`config.mk`:
```
export PLATFORM = sky130hd
export DESIGN_NAME = risc32_stage_reg
export DESIGN_NICKNAME = d
export VERILOG_FILES = /design/src/rtl/risc32_stage_reg.sv
export SDC_FILE = /design/constraint.sdc
export NUM_CORES = 1
export LEC_CHECK = 0
export BUFFER_PORTS_ARGS = -buffer_cell sky130_fd_sc_hd__clkbuf_2
export CAP_MARGIN = 0
export CORE_UTILIZATION = 46
export DETAILED_ROUTE_END_ITERATION = 8
export PLACE_DENSITY_LB_ADDON = 0.25
export SYNTH_ARGS = -nofsm -noshare
export SYNTH_HDL_FRONTEND = slang
export SYNTH_SLANG_ARGS = --single-unit
```
`constraint.sdc`:
```
create_clock -name clk -period 2.22 [get_ports clk]
set_input_delay 0 -clock clk [delete_from_list [all_inputs] [get_ports clk]]
set_output_delay 0 -clock clk [all_outputs]
set_load 0.02 [all_outputs]
```
`src/rtl/risc32_stage_reg.sv`:
```
// risc32_stage_reg: parametrised inter-stage pipeline register for the risc32 core.
// Carries a payload of control (write-enable) bits and data bits, tracks a
// valid bit, squashes on flush or stall-bubble, and keeps saturating stall and
// bubble performance counters.
//
// Ports:
//   clk          core clock, all state changes on rising edge
//   rst          asynchronous active-low reset
//   stall        stall vector; stall[STAGE] freezes this register,
//                stall[STAGE+1] freezes the downstream stage
//   flush        exception/ERET flush, squashes this stage
//   valid_i      upstream slot holds a real instruction
//   ctrl_i       upstream control / write-enable bits
//   data_i       upstream payload data
//   cnt_clr      synchronous clear of both counters
//   valid_o      registered valid
//   ctrl_o       registered control bits
//   data_o       registered payload data
//   stall_cnt_o  cycles spent holding (saturating)
//   bubble_cnt_o bubbles inserted, stall bubbles plus flushes (saturating)
//
// STAGE+1 must be a legal index into stall (STAGE+1 < STALL_W).
module risc32_stage_reg #(
  parameter int unsigned STAGE               = 4,
  parameter int unsigned STALL_W             = 6,
  parameter int unsigned CTRL_W              = 4,
  parameter int unsigned DATA_W              = 128,
  parameter int unsigned ZERO_DATA_ON_BUBBLE = 1,
  parameter int unsigned CNT_W               = 16
) (
  input  logic               clk,
  input  logic               rst,
  input  logic [STALL_W-1:0] stall,
  input  logic               flush,
  input  logic               valid_i,
  input  logic [CTRL_W-1:0]  ctrl_i,
  input  logic [DATA_W-1:0]  data_i,
  input  logic               cnt_clr,
  output logic               valid_o,
  output logic [CTRL_W-1:0]  ctrl_o,
  output logic [DATA_W-1:0]  data_o,
  output logic [CNT_W-1:0]   stall_cnt_o,
  output logic [CNT_W-1:0]   bubble_cnt_o
);

  localparam int unsigned SELF_IDX = STAGE;
  localparam int unsigned DOWN_IDX = STAGE + 1;
  localparam logic [CNT_W-1:0] CNT_MAX = {CNT_W{1'b1}};

  logic              valid_q, valid_d;
  logic [CTRL_W-1:0] ctrl_q, ctrl_d;
  logic [DATA_W-1:0] data_q, data_d;
  logic [CNT_W-1:0]  stall_cnt_q, stall_cnt_d;
  logic [CNT_W-1:0]  bubble_cnt_q, bubble_cnt_d;

  logic stall_self;
  logic stall_down;
  logic squash;
  logic hold;

  // Action decode: flush beats everything; a frozen stage with a moving
  // downstream must emit a bubble. stall_down without stall_self is treated
  // as a plain capture.
  assign stall_self = stall[SELF_IDX];
  assign stall_down = stall[DOWN_IDX];
  assign squash     = flush | (stall_self & ~stall_down);
  assign hold       = ~flush & stall_self & stall_down;

  // Next-state for payload and counters.
  always_comb begin
    valid_d      = valid_q;
    ctrl_d       = ctrl_q;
    data_d       = data_q;
    stall_cnt_d  = stall_cnt_q;
    bubble_cnt_d = bubble_cnt_q;

    if (squash) begin
      valid_d = 1'b0;
      ctrl_d  = '0;
      if (ZERO_DATA_ON_BUBBLE != 0) begin
        data_d = '0;
      end
    end else if (!stall_self) begin
      valid_d = valid_i;
      // An invalid slot never carries a live write enable.
      ctrl_d  = valid_i ? ctrl_i : '0;
      data_d  = data_i;
    end

    // Clear wins over a same-cycle increment; counters saturate, never wrap.
    if (cnt_clr) begin
      stall_cnt_d  = '0;
      bubble_cnt_d = '0;
    end else begin
      if (hold && (stall_cnt_q != CNT_MAX)) begin
        stall_cnt_d = stall_cnt_q + CNT_W'(1);
      end
      if (squash && (bubble_cnt_q != CNT_MAX)) begin
        bubble_cnt_d = bubble_cnt_q + CNT_W'(1);
      end
    end
  end

  // State register.
  always_ff @(posedge clk or negedge rst) begin
    if (!rst) begin
      valid_q      <= 1'b0;
      ctrl_q       <= '0;
      data_q       <= '0;
      stall_cnt_q  <= '0;
      bubble_cnt_q <= '0;
    end else begin
      valid_q      <= valid_d;
      ctrl_q       <= ctrl_d;
      data_q       <= data_d;
      stall_cnt_q  <= stall_cnt_d;
      bubble_cnt_q <= bubble_cnt_d;
    end
  end

  assign valid_o      = valid_q;
  assign ctrl_o       = ctrl_q;
  assign data_o       = data_q;
  assign stall_cnt_o  = stall_cnt_q;
  assign bubble_cnt_o = bubble_cnt_q;

endmodule

```
**Word level (Yosys, flattened, before mapping)**

Index checks and enable logic that the tools add are counted.

- Muxes and demuxes: 11
- Eq/ne operators: 3
- Bitwise gates (word level): 6
- Reductions and logical operators: 4
- Add/sub/neg operators: 2

Operator list:

| kind | number |
|---|---|
| 128-bit two-way mux | 2 |
| 16-bit two-way mux | 4 |
| 16-bit by 1-bit adder with 16-bit output, second input constant | 2 |
| 16-bit != test, second input constant | 2 |
| 4-bit two-way mux | 3 |
| 2-bit nonzero test | 2 |
| 1-bit bitwise AND | 3 |
| 1-bit logical AND | 2 |
| 1-bit two-way mux | 2 |
| 2-bit by 1-bit != test with 1-bit output, second input constant | 1 |
| 1-bit NOT | 2 |
| 1-bit OR | 1 |

- Register bits after elaboration: 165
- Logic and storage cells: 31
- Input port bits: 143
- Output and inout bits: 165

**Longest topological paths before layout**

Gate-level depths: netlist of the first run.

- Depth in word-level cells: 6
- Gate-level depth with buffers: 7
- Mapped depth without buffers: 5

**Least setup slack after synthesis of the first run**

OpenSTA, ideal clock, no wires.

- Path type: register to register
- Start point: register stall_cnt_q[0], in the netlist stall_cnt_o[0]
- End point: register stall_cnt_q[12], in the netlist stall_cnt_o[12]
- Cell stages (with the launch flop): 7
- Buffers on the path: 1
- Library setup time: 0.078 ns
- Required time: 2.142 ns
- Arrival: 1.965 ns
- Setup slack: 0.177 ns
- Period minus slack after synthesis: 2.043 ns
- Path through: dfrtp_1 -> ha_1 -> nand4_2 -> or3_1 -> buf_2 -> or4_1 -> a21oi_1

- Longest elaborated chain between the ends: 3
- Elaborated cells on any way between the ends: 6
- Those cells by class: 1 x add/sub; 1 x eq/ne; 2 x mux; 2 x reduce/logical

RTL lines:

| item | line | RTL |
|---|---|---|
| from (decl) | 53 | `logic [CNT_W-1:0] stall_cnt_q, stall_cnt_d;` |
| from (signal assigned) | 116 | `stall_cnt_q <= stall_cnt_d;` |
| 16-bit by 1-bit adder with 16-bit output / 16-bit != test (equally long branches) | 96, 95 |  |
| 16-bit two-way mux / 1-bit logical AND (equally long branches) | 95 | `if (hold && (stall_cnt_q != CNT_MAX)) begin` |
| 16-bit two-way mux / 2-bit nonzero test (equally long branches) | - |  |

Parallel ways exist; a longest one is shown, timed or not. The select of a mux whose other input is x is not followed.
A chain may end at the register's enable or synchronous reset.

**Worst setup path after layout of the first run**

Ends and elaborated chain as after synthesis.

==> qor.txt, run 1 <==
status: finished clean
worst rel slew slack: 52.8%
Initial Util: 47.0%
CTS Root Cell: clkbuf_16
unrepaired setup endpoints after global routing: false
FFs w/ async S/R, synth: 100%
port bufs: 303
Die Span Y: 121 um
fill count: 897
Unique masters post-synth: 45
DRT iter0 DRCs: 581
All-Layer GR Usage: 30.4%
# diodes: 0
largest net degree at the start of global routing: 135
I/O pins: 308
Via Count: 6309
DRC: 0
register area: 4130 um^2
Area Growth Syn to Fin: 56.6%
flop-to-flop setup slack: 0.33 ns
Final Skew: 0.0119 ns
CP max-delay cell: or4_1
worst hold endpoint: stall_cnt_o[5]
most frequent cells in the layout: clkbuf_2, dfrtp_1, dlygate4sd3_1
area of the multi-input gates: 2240 um^2
global-route wire length before repair: 33600 um
crit path capture type: register
min-delay worst type: in -> reg
number of placement rows: 43
vias in the first global route: 6411
Final Max Slew Viols: 0
hpwl dp: 12600 um
post-DR wirelength/cell: 19.6 um
EDFF count, synth: 0
total core area: 13900 um^2
setup TNS: 0 ns
#FFs+latches synth: 165
Sinks on Clock Net: 165
Critical Path RT: 2.56 ns
WL final: 22000 um
Cell Area, Synth: 6530 um^2
register area share after synthesis: 63.2%
CTS tree: yes
CP Cell Sequence: ha_1 -> nand4_2 -> or3_1 -> or4_1 -> a21oi_1
dominant synthesized flop cell: dfrtp_1
most common cell after layout, fill and taps aside: clkbuf_2
DRT antenna net count: 0
post-route clock period utilization: 85.3%
GPL Wtd Cong: 0.865
WHS Path Cells: 4
P per Cell Area: 681 nW/um^2
crit path max fanout: 8
reg2reg start: stall_cnt_o[0]
total power: 6.97 mW
final setup fails: 0
Clk Latency, worst-skew pair: 0.42 ns
nets: 1078
final hold violation count: 0
Least-Margin Pin Slew: 0.700 ns
placed inst area: 8270 um^2
CTS H-Tree Depth: 4
Die Wd: 121 um
R2R cell count: 5
fin crit period: 1.89 ns
maximum clock rate: 0.528 GHz
Crit path largest cell delay: 0.50 ns
Critical Path AT: 2.24 ns
max-cap viol count: 0
Final Instance Area: 10200 um^2
CTS Buffer Depth: 2
GRT overflow: 0
initial antenna violation count: 0
Crit Reg-Reg Endpoint: stall_cnt_o[12]
cts bufs inserted: 17
static leakage: 5.28 nW
syn_nets: 641
syn_area_per_cell: 13.2 um^2
WS Path Type: reg -> reg
Peak supply drop: 500 uV
DR pass1 iterations: 5
Die Area: 14700 um^2
vias per inst: 5.61
post-cts resize count: 0
Syn. warnings: 0
Worst-path clk slew: 0.06 ns
crit path launch type: register
layout cells sized above 1: 38.0%
Synth Instances: 496
Hold Crit Start: stall[4]
[worst max-delay path by stage]
| stage | start | endpoint | slack [ns] | cells after the start |
|---|---|---|---|---|
| floorplan | stall_cnt_o[0] | stall_cnt_o[12] | 0.18 | 6 |
| CTS | stall_cnt_o[0] | stall_cnt_o[12] | 0.32 | 5 |
| finish | stall_cnt_o[0] | stall_cnt_o[12] | 0.33 | 5 |
| detailed placement | stall_cnt_o[0] | stall_cnt_o[12] | 0.32 | 5 |
| global route | stall_cnt_o[0] | stall_cnt_o[8] | 0.20 | 5 |
| global placement | stall_cnt_o[0] | stall_cnt_o[12] | 0.36 | 5 |
[cell families (layout without fill, tap and decap cells)]
logic type | count (synthesis) | after routing | share of synthesized area (%)
compound gates | 182 | 182 | 23.1
flops | 165 | 165 | 63.2
simple gates | 91 | 91 | 8.49
buf+inv | 43 | 491 | 2.64
mux | 12 | 12 | 2.03
fa+ha+maj | 2 | 2 | 0.383
xor+xnor | 1 | 1 | 0.134
[per-stage QoR]
| stage | setup WS [ns] | util (%) | hold WS [ns] | std cells |
|---|---|---|---|---|
| CTS | 0.325 | 73.7 | 0.0427 | 1124 |
| global route | 0.204 | 73.7 | 0.0753 | 1124 |
| global placement | 0.356 | 59.6 | 0.0195 | 954 |
| detailed placement | 0.316 | 59.6 | 0.0259 | 954 |
| floorplan | 0.177 | - | -0.296 | 496 |
| finish | 0.326 | 73.7 | 0.0622 | 1124 |
[per-layer routing]
metal | global-route usage, % | part of all wire, % | up-vias
li1 | - | - | 2782
met1 | 36.5 | 37 | 3063
met2 | 51.1 | 51 | 388
met3 | 7.28 | 7.7 | 76
met4 | 14.9 | 3.9 | 0
met5 | 0 | 0 | -
[final cells by class]
type | count | share of cell area [%]
Tap cell | 180 | 2.20
Multi-Input combinational cell | 288 | 21.9
Inverter | 8 | 0.294
Clock buffer | 23 | 4.68
Timing Repair Buffer | 453 | 29.8
Clock inverter | 7 | 0.710
Sequential cell | 165 | 40.4
[Yosys cell counts (all sizes together) (9+ instances only)]
cell / instances / area share [%]
dfrtp: 165 / 63
a22o: 129 / 17
buf: 18 / 1.2
nor2: 18 / 1.0
a21oi: 17 / 1.3
clkbuf: 17 / 0.98
nand2: 12 / 0.69
mux2: 10 / 1.7
o31ai: 10 / 1.1
nor2b: 9 / 0.86
or4: 9 / 1.0
[critical path: cells and delay by family (launching register included)]
family | cells | cell delay, ns
adder cells (fa/ha/maj) | 1 | 0.22
flip-flops | 1 | 0.39
AO/OA/AOI/OAI | 1 | 0.15
AND/OR/NAND/NOR | 3 | 1.07
[power breakdown]
part / total, mW / internal [mW] / switching (mW)
Sequential: 3.21 / 3.13 / 0.0864
Clock: 2.81 / 1.63 / 1.18
Combinational: 0.947 / 0.439 / 0.508
[state kept, by name (all words and copies together), names as in the netlist]
signal        cells
data_o          128
bubble_cnt_o     16
stall_cnt_o      16
ctrl_o            4
valid_o           1
[what timing repair did]
| item | CTS | global route |
|---|---|---|
| endpoints found under the setup margin | 0 | 0 |
| buffers inserted | 0 | 0 |
| hold endpoints to repair | 203 | 0 |
| hold buffers | 140 | 0 |
No activity file was read; power rests on OpenSTA's default activity.
==> inputs of run 2 (changes only) <==
- HOLD_SLACK_MARGIN: default -> 0.15
==> run 2 against run 1 <==
- sequential share of layout area down 0.70 points
- largest power group unchanged
- global-route usage grew 0.59 points
- critical path depth increased by 1
- first-iteration DRC count is 17% lower
- cell area increased by 1.8%
- clock-buffer cell count unchanged
- cell count up 1.6%
- flip-flop and latch count is the same
- register-to-register slack is essentially flat
==> qor.txt, run 2 (synthesis gave the netlist of run 1 again) <==
number of placement rows: 43
Via Count: 6428
Finished Layout Cells: 1142
placed cell count: 954
Die Wd: 121 um
Die Area: 14700 um^2
CTS H-Tree Depth: 4
post-cts resize count: 0
GRT overflow: 0
most common cell after layout, fill and taps aside: clkbuf_2
Peak supply drop: 499 uV
placed inst area: 8270 um^2
fin crit period: 2.13 ns
vias per inst: 5.63
most frequent cells in the layout: clkbuf_2, dfrtp_1, dlygate4sd3_1
I/O pins: 308
Area Growth Syn to Fin: 59.3%
Top cell by count, worst path: dlygate4sd3_1
WS Path Type: in -> reg
CTS tree: yes
Clk Latency, worst-skew pair: 0.43 ns
port bufs: 303
P per Cell Area: 673 nW/um^2
final setup fails: 0
cts bufs inserted: 17
final core utilization: 75.0%
post-CTS setup buffers: 0
Final Max Slew Viols: 0
post-DR wirelength/cell: 19.7 um
Initial Util: 47.0%
CTS Root Cell: clkbuf_16
Final Instance Area: 10400 um^2
total power: 7.01 mW
max-cap viol count: 0
layout cells sized above 1: 37.3%
Sinks on Clock Net: 165
post-route clock period utilization: 96.1%
DRC: 0
setup TNS: 0 ns
hold buffer count at CTS: 158
family with the most delay on the worst path: buffers and inverters
DR pass1 iterations: 5
CTS Buffer Depth: 2
nets: 1096
worst rel slew slack: 49.7%
Die Span Y: 121 um
Crit path largest cell delay: 0.58 ns
crit path launch type: input pin
worst path bufs/invs: 4
initial antenna violation count: 0
status: finished clean
Critical Path RT: 2.58 ns
Least-Margin Pin Slew: 0.746 ns
GPL Wtd Cong: 0.865
vias in the first global route: 6531
total core area: 13900 um^2
crit path max fanout: 134
maximum clock rate: 0.469 GHz
largest net degree at the start of global routing: 135
max reg flops: 128
global-route wire length before repair: 34300 um
Final Skew: 0.0118 ns
final hold violation count: 0
CP max-delay cell: dlygate4sd3_1
Critical Path AT: 2.49 ns
All-Layer GR Usage: 31.0%
DRT iter0 DRCs: 485
# diodes: 0
Worst-path clk slew: 0.06 ns
hpwl dp: 12600 um
CP Cell Sequence: dlygate4sd3_1 -> clkbuf_2 -> and3b_4 -> buf_12 -> a22o_1 -> dlygate4sd3_1
DRT antenna net count: 0
min-delay worst type: in -> reg
WL final: 22400 um
unrepaired setup endpoints after global routing: false
static leakage: 5.38 nW
crit path capture type: register
run 2: cell types whose count changed in the layout (fill, tap and decap cells not counted):
cell	previous run	this run
dlygate4sd3_1	140	158
run 2: worst paths after layout:
check / startpoint / slack (ns) / cells after the start / endpoint
max: flush / 0.09 / 6 / data_o[123]
min: stall[4] / 0.16 / 3 / data_o[8]
max reg2reg: stall_cnt_o[0] / 0.32 / 5 / stall_cnt_o[12]
min reg2reg: valid_o / 0.50 / 1 / valid_o
max in group asynchronous: rst / 0.59 / 4 / bubble_cnt_o[9]
min in group asynchronous: rst / 0.66 / 3 / bubble_cnt_o[8]
run 2: final cells by class:
| cell class | instances | area (um^2) |
|---|---|---|
| Fill cell | 867 | 3480 |
| Sequential cell | 165 | 4130 |
| Inverter | 8 | 30.0 |
| Multi-Input combinational cell | 288 | 2240 |
| Clock buffer | 23 | 478 |
| Tap cell | 180 | 225 |
| Timing Repair Buffer | 471 | 3230 |
| Clock inverter | 7 | 72.6 |
run 2: layer usage:
metal	global-route usage, %	share of wire (%)
met5	0	0
met4	15.9	4.3
met3	7.05	6.9
met2	52.6	51
met1	36.8	37
run 2: through the flow:
| stage | hold WS [ns] | setup WS, ns |
|---|---|---|
| 6_report | 0.163 | 0.0860 |
| 4_1_cts | 0.154 | 0.239 |
| 5_1_grt | 0.169 | 0.0568 |
| 2_1_floorplan | -0.296 | 0.177 |
| 3_5_place_dp | 0.0259 | 0.316 |
| 3_3_place_gp | 0.0195 | 0.356 |
run 2: power by group:
group	switching, mW	total [mW]	internal [mW]
sequential	0.0873	3.21	3.13
combinational	0.514	0.972	0.458
clock	1.19	2.82	1.62
total	1.80	7.01	5.21
run 2: worst register-to-register path, stage by stage, from the launching register on:
cell,delay (ns)
dfrtp_1,0.39
ha_1,0.22
nand4_2,0.12
or3_1,0.45
or4_1,0.50
a21oi_1,0.15
==> inputs of run 3 (changes only) <==
- clock period: 2.22 -> 2.2 ns (I/O delays scaled with it)
==> run 3 against run 2 <==
- register-to-register slack got worse by 0.07 ns
- via count down 0.34%
- critical endpoint is now data_o[120]
- clock power rose by 11%
- total power grew 5.0%
- first-iteration DRC count fell by 9.3%
- largest power group unchanged
- global-route usage increased by 0.41 points
- largest cell class unchanged
- combinational power increased by 1%
- flip-flop and latch count stayed put
==> qor.txt, run 3 (synthesis gave the netlist of run 1 again) <==
layout cells sized above 1: 37.9%
CTS Root Cell: clkbuf_16
Int Pwr: 5.48 mW
Final Instance Area: 10500 um^2
Least-Margin Pin Slew: 0.739 ns
Critical Path AT: 2.47 ns
DR pass1 iterations: 5
Area Growth Syn to Fin: 60.1%
DRT iter0 DRCs: 440
cts bufs inserted: 17
global-route wire length before repair: 34500 um
Via Count: 6406
worst path bufs/invs: 4
Clock Power Share: 42.5%
static leakage: 5.40 nW
Crit path largest cell delay: 0.56 ns
GPL Wtd Cong: 0.884
number of placement rows: 43
WL final: 22800 um
Die Wd: 121 um
Top cell by count, worst path: dlygate4sd3_1
GRT overflow: 0
setup TNS: 0 ns
Die Area: 14700 um^2
crit path launch type: input pin
unrepaired setup endpoints after global routing: false
All-Layer GR Usage: 31.4%
fin crit period: 2.10 ns
min-delay worst type: in -> reg
vias in the first global route: 6563
initial antenna violation count: 0
fill count: 820
flop-to-flop setup slack: 0.25 ns
post-DR wirelength/cell: 20.0 um
combinational share of power: 13.4%
crit path capture type: register
total core area: 13900 um^2
final core utilization: 75.3%
WS Path Type: in -> reg
Clk Latency, worst-skew pair: 0.43 ns
worst rel slew slack: 50.2%
register share of total power: 44.1%
DRT antenna net count: 0
Final Skew: 0.00907 ns
CP max-delay cell: dlygate4sd3_1
max reg flops: 128
port bufs: 303
# diodes: 0
max-cap viol count: 0
most common cell after layout, fill and taps aside: clkbuf_2
Critical Path RT: 2.56 ns
Die Span Y: 121 um
CTS tree: yes
status: finished clean
Final Max Slew Viols: 0
I/O pins: 308
Peak supply drop: 538 uV
CP Cell Sequence: dlygate4sd3_1 -> clkbuf_2 -> and3b_4 -> buf_12 -> a22o_1 -> dlygate4sd3_1
most frequent cells in the layout: clkbuf_2, dfrtp_1, dlygate4sd3_1
CTS H-Tree Depth: 4
P per Cell Area: 704 nW/um^2
Initial Util: 47.0%
DRC: 0
crit path max fanout: 134
nets: 1092
final setup fails: 0
CTS Buffer Depth: 2
hpwl dp: 12700 um
post-route clock period utilization: 95.6%
largest net degree at the start of global routing: 135
placed inst area: 8260 um^2
Sinks on Clock Net: 165
final hold violation count: 0
sw frac: 25.5%
vias per inst: 5.62
Psw: 1.88 mW
Worst-path clk slew: 0.07 ns
family with the most delay on the worst path: buffers and inverters
maximum clock rate: 0.476 GHz
## run 3: changes by cell type in the layout (fill, tap and decap cells not counted), sizes merged
cell | previous run | this run
bufinv | 1 | 3
clkbuf | 325 | 321
clkinv | 2 | 4
dlygate4sd3 | 158 | 154
inv | 10 | 12
## run 3: tightest hold or removal path: stages
cell	delay, ns
clkbuf_2	0.17
nor2_4	0.14
a22o_1	0.21
## run 3: what timing repair did
| item | in CTS | in global routing |
|---|---|---|
| setup buffers | 0 | 0 |
| hold buffers | 155 | 0 |
| resized for setup | 0 | 0 |
| hold endpoints to repair | 306 | 0 |
## run 3: power groups by stage
stage	registers, mW	clock network [mW]	logic, mW
final	3.25	3.13	0.985
after global routing	3.25	3.30	1.04
after CTS	3.23	3.17	0.957
after detailed placement	3.28	0	0.732
after global placement	3.28	0	0.714
after floorplan	3.43	0	0.195
## run 3: metrics by stage
stage / setup slack (ns) / hold WS [ns] / std cells / total power [mW]
final: 0.0972 / 0.158 / 1140 / 7.36
after global routing: 0.0762 / 0.159 / 1140 / 7.60
after CTS: 0.208 / 0.153 / 1140 / 7.36
after detailed placement: 0.268 / -0.0458 / 953 / 4.02
after global placement: 0.332 / -0.0470 / 953 / 3.99
after floorplan: 0.157 / -0.296 / 496 / 3.62
## run 3: layout make-up
type | instances | area, um^2 | share of cell area [%]
multi-input combinational | 288 | 2240 | 21.4
inverter | 8 | 30.0 | 0.287
clock buffer | 19 | 453 | 4.33
clock inverter | 13 | 170 | 1.63
timing repair buffer | 467 | 3210 | 30.7
tap | 180 | 225 | 2.15
sequential | 165 | 4130 | 39.5
## run 3: worst paths after layout
path                                 from              end  cells past startpoint
hold reg to reg                data_o[20]       data_o[20]                      1
min in group asynchronous             rst  bubble_cnt_o[9]                      4
max in group asynchronous             rst       data_o[64]                      4
setup / recovery                    flush      data_o[120]                      6
hold / removal                   stall[4]      data_o[108]                      3
setup reg to reg           stall_cnt_o[0]  stall_cnt_o[12]                      5
## run 3: layer usage
layer  GRT usage [%]  vias up  share of wire, %
met5               0        -                 0
met4            16.0        0               4.4
met3            7.52       69               6.5
met2            54.1      345                52
met1            36.3     3174                37
li1                -     2818                 -
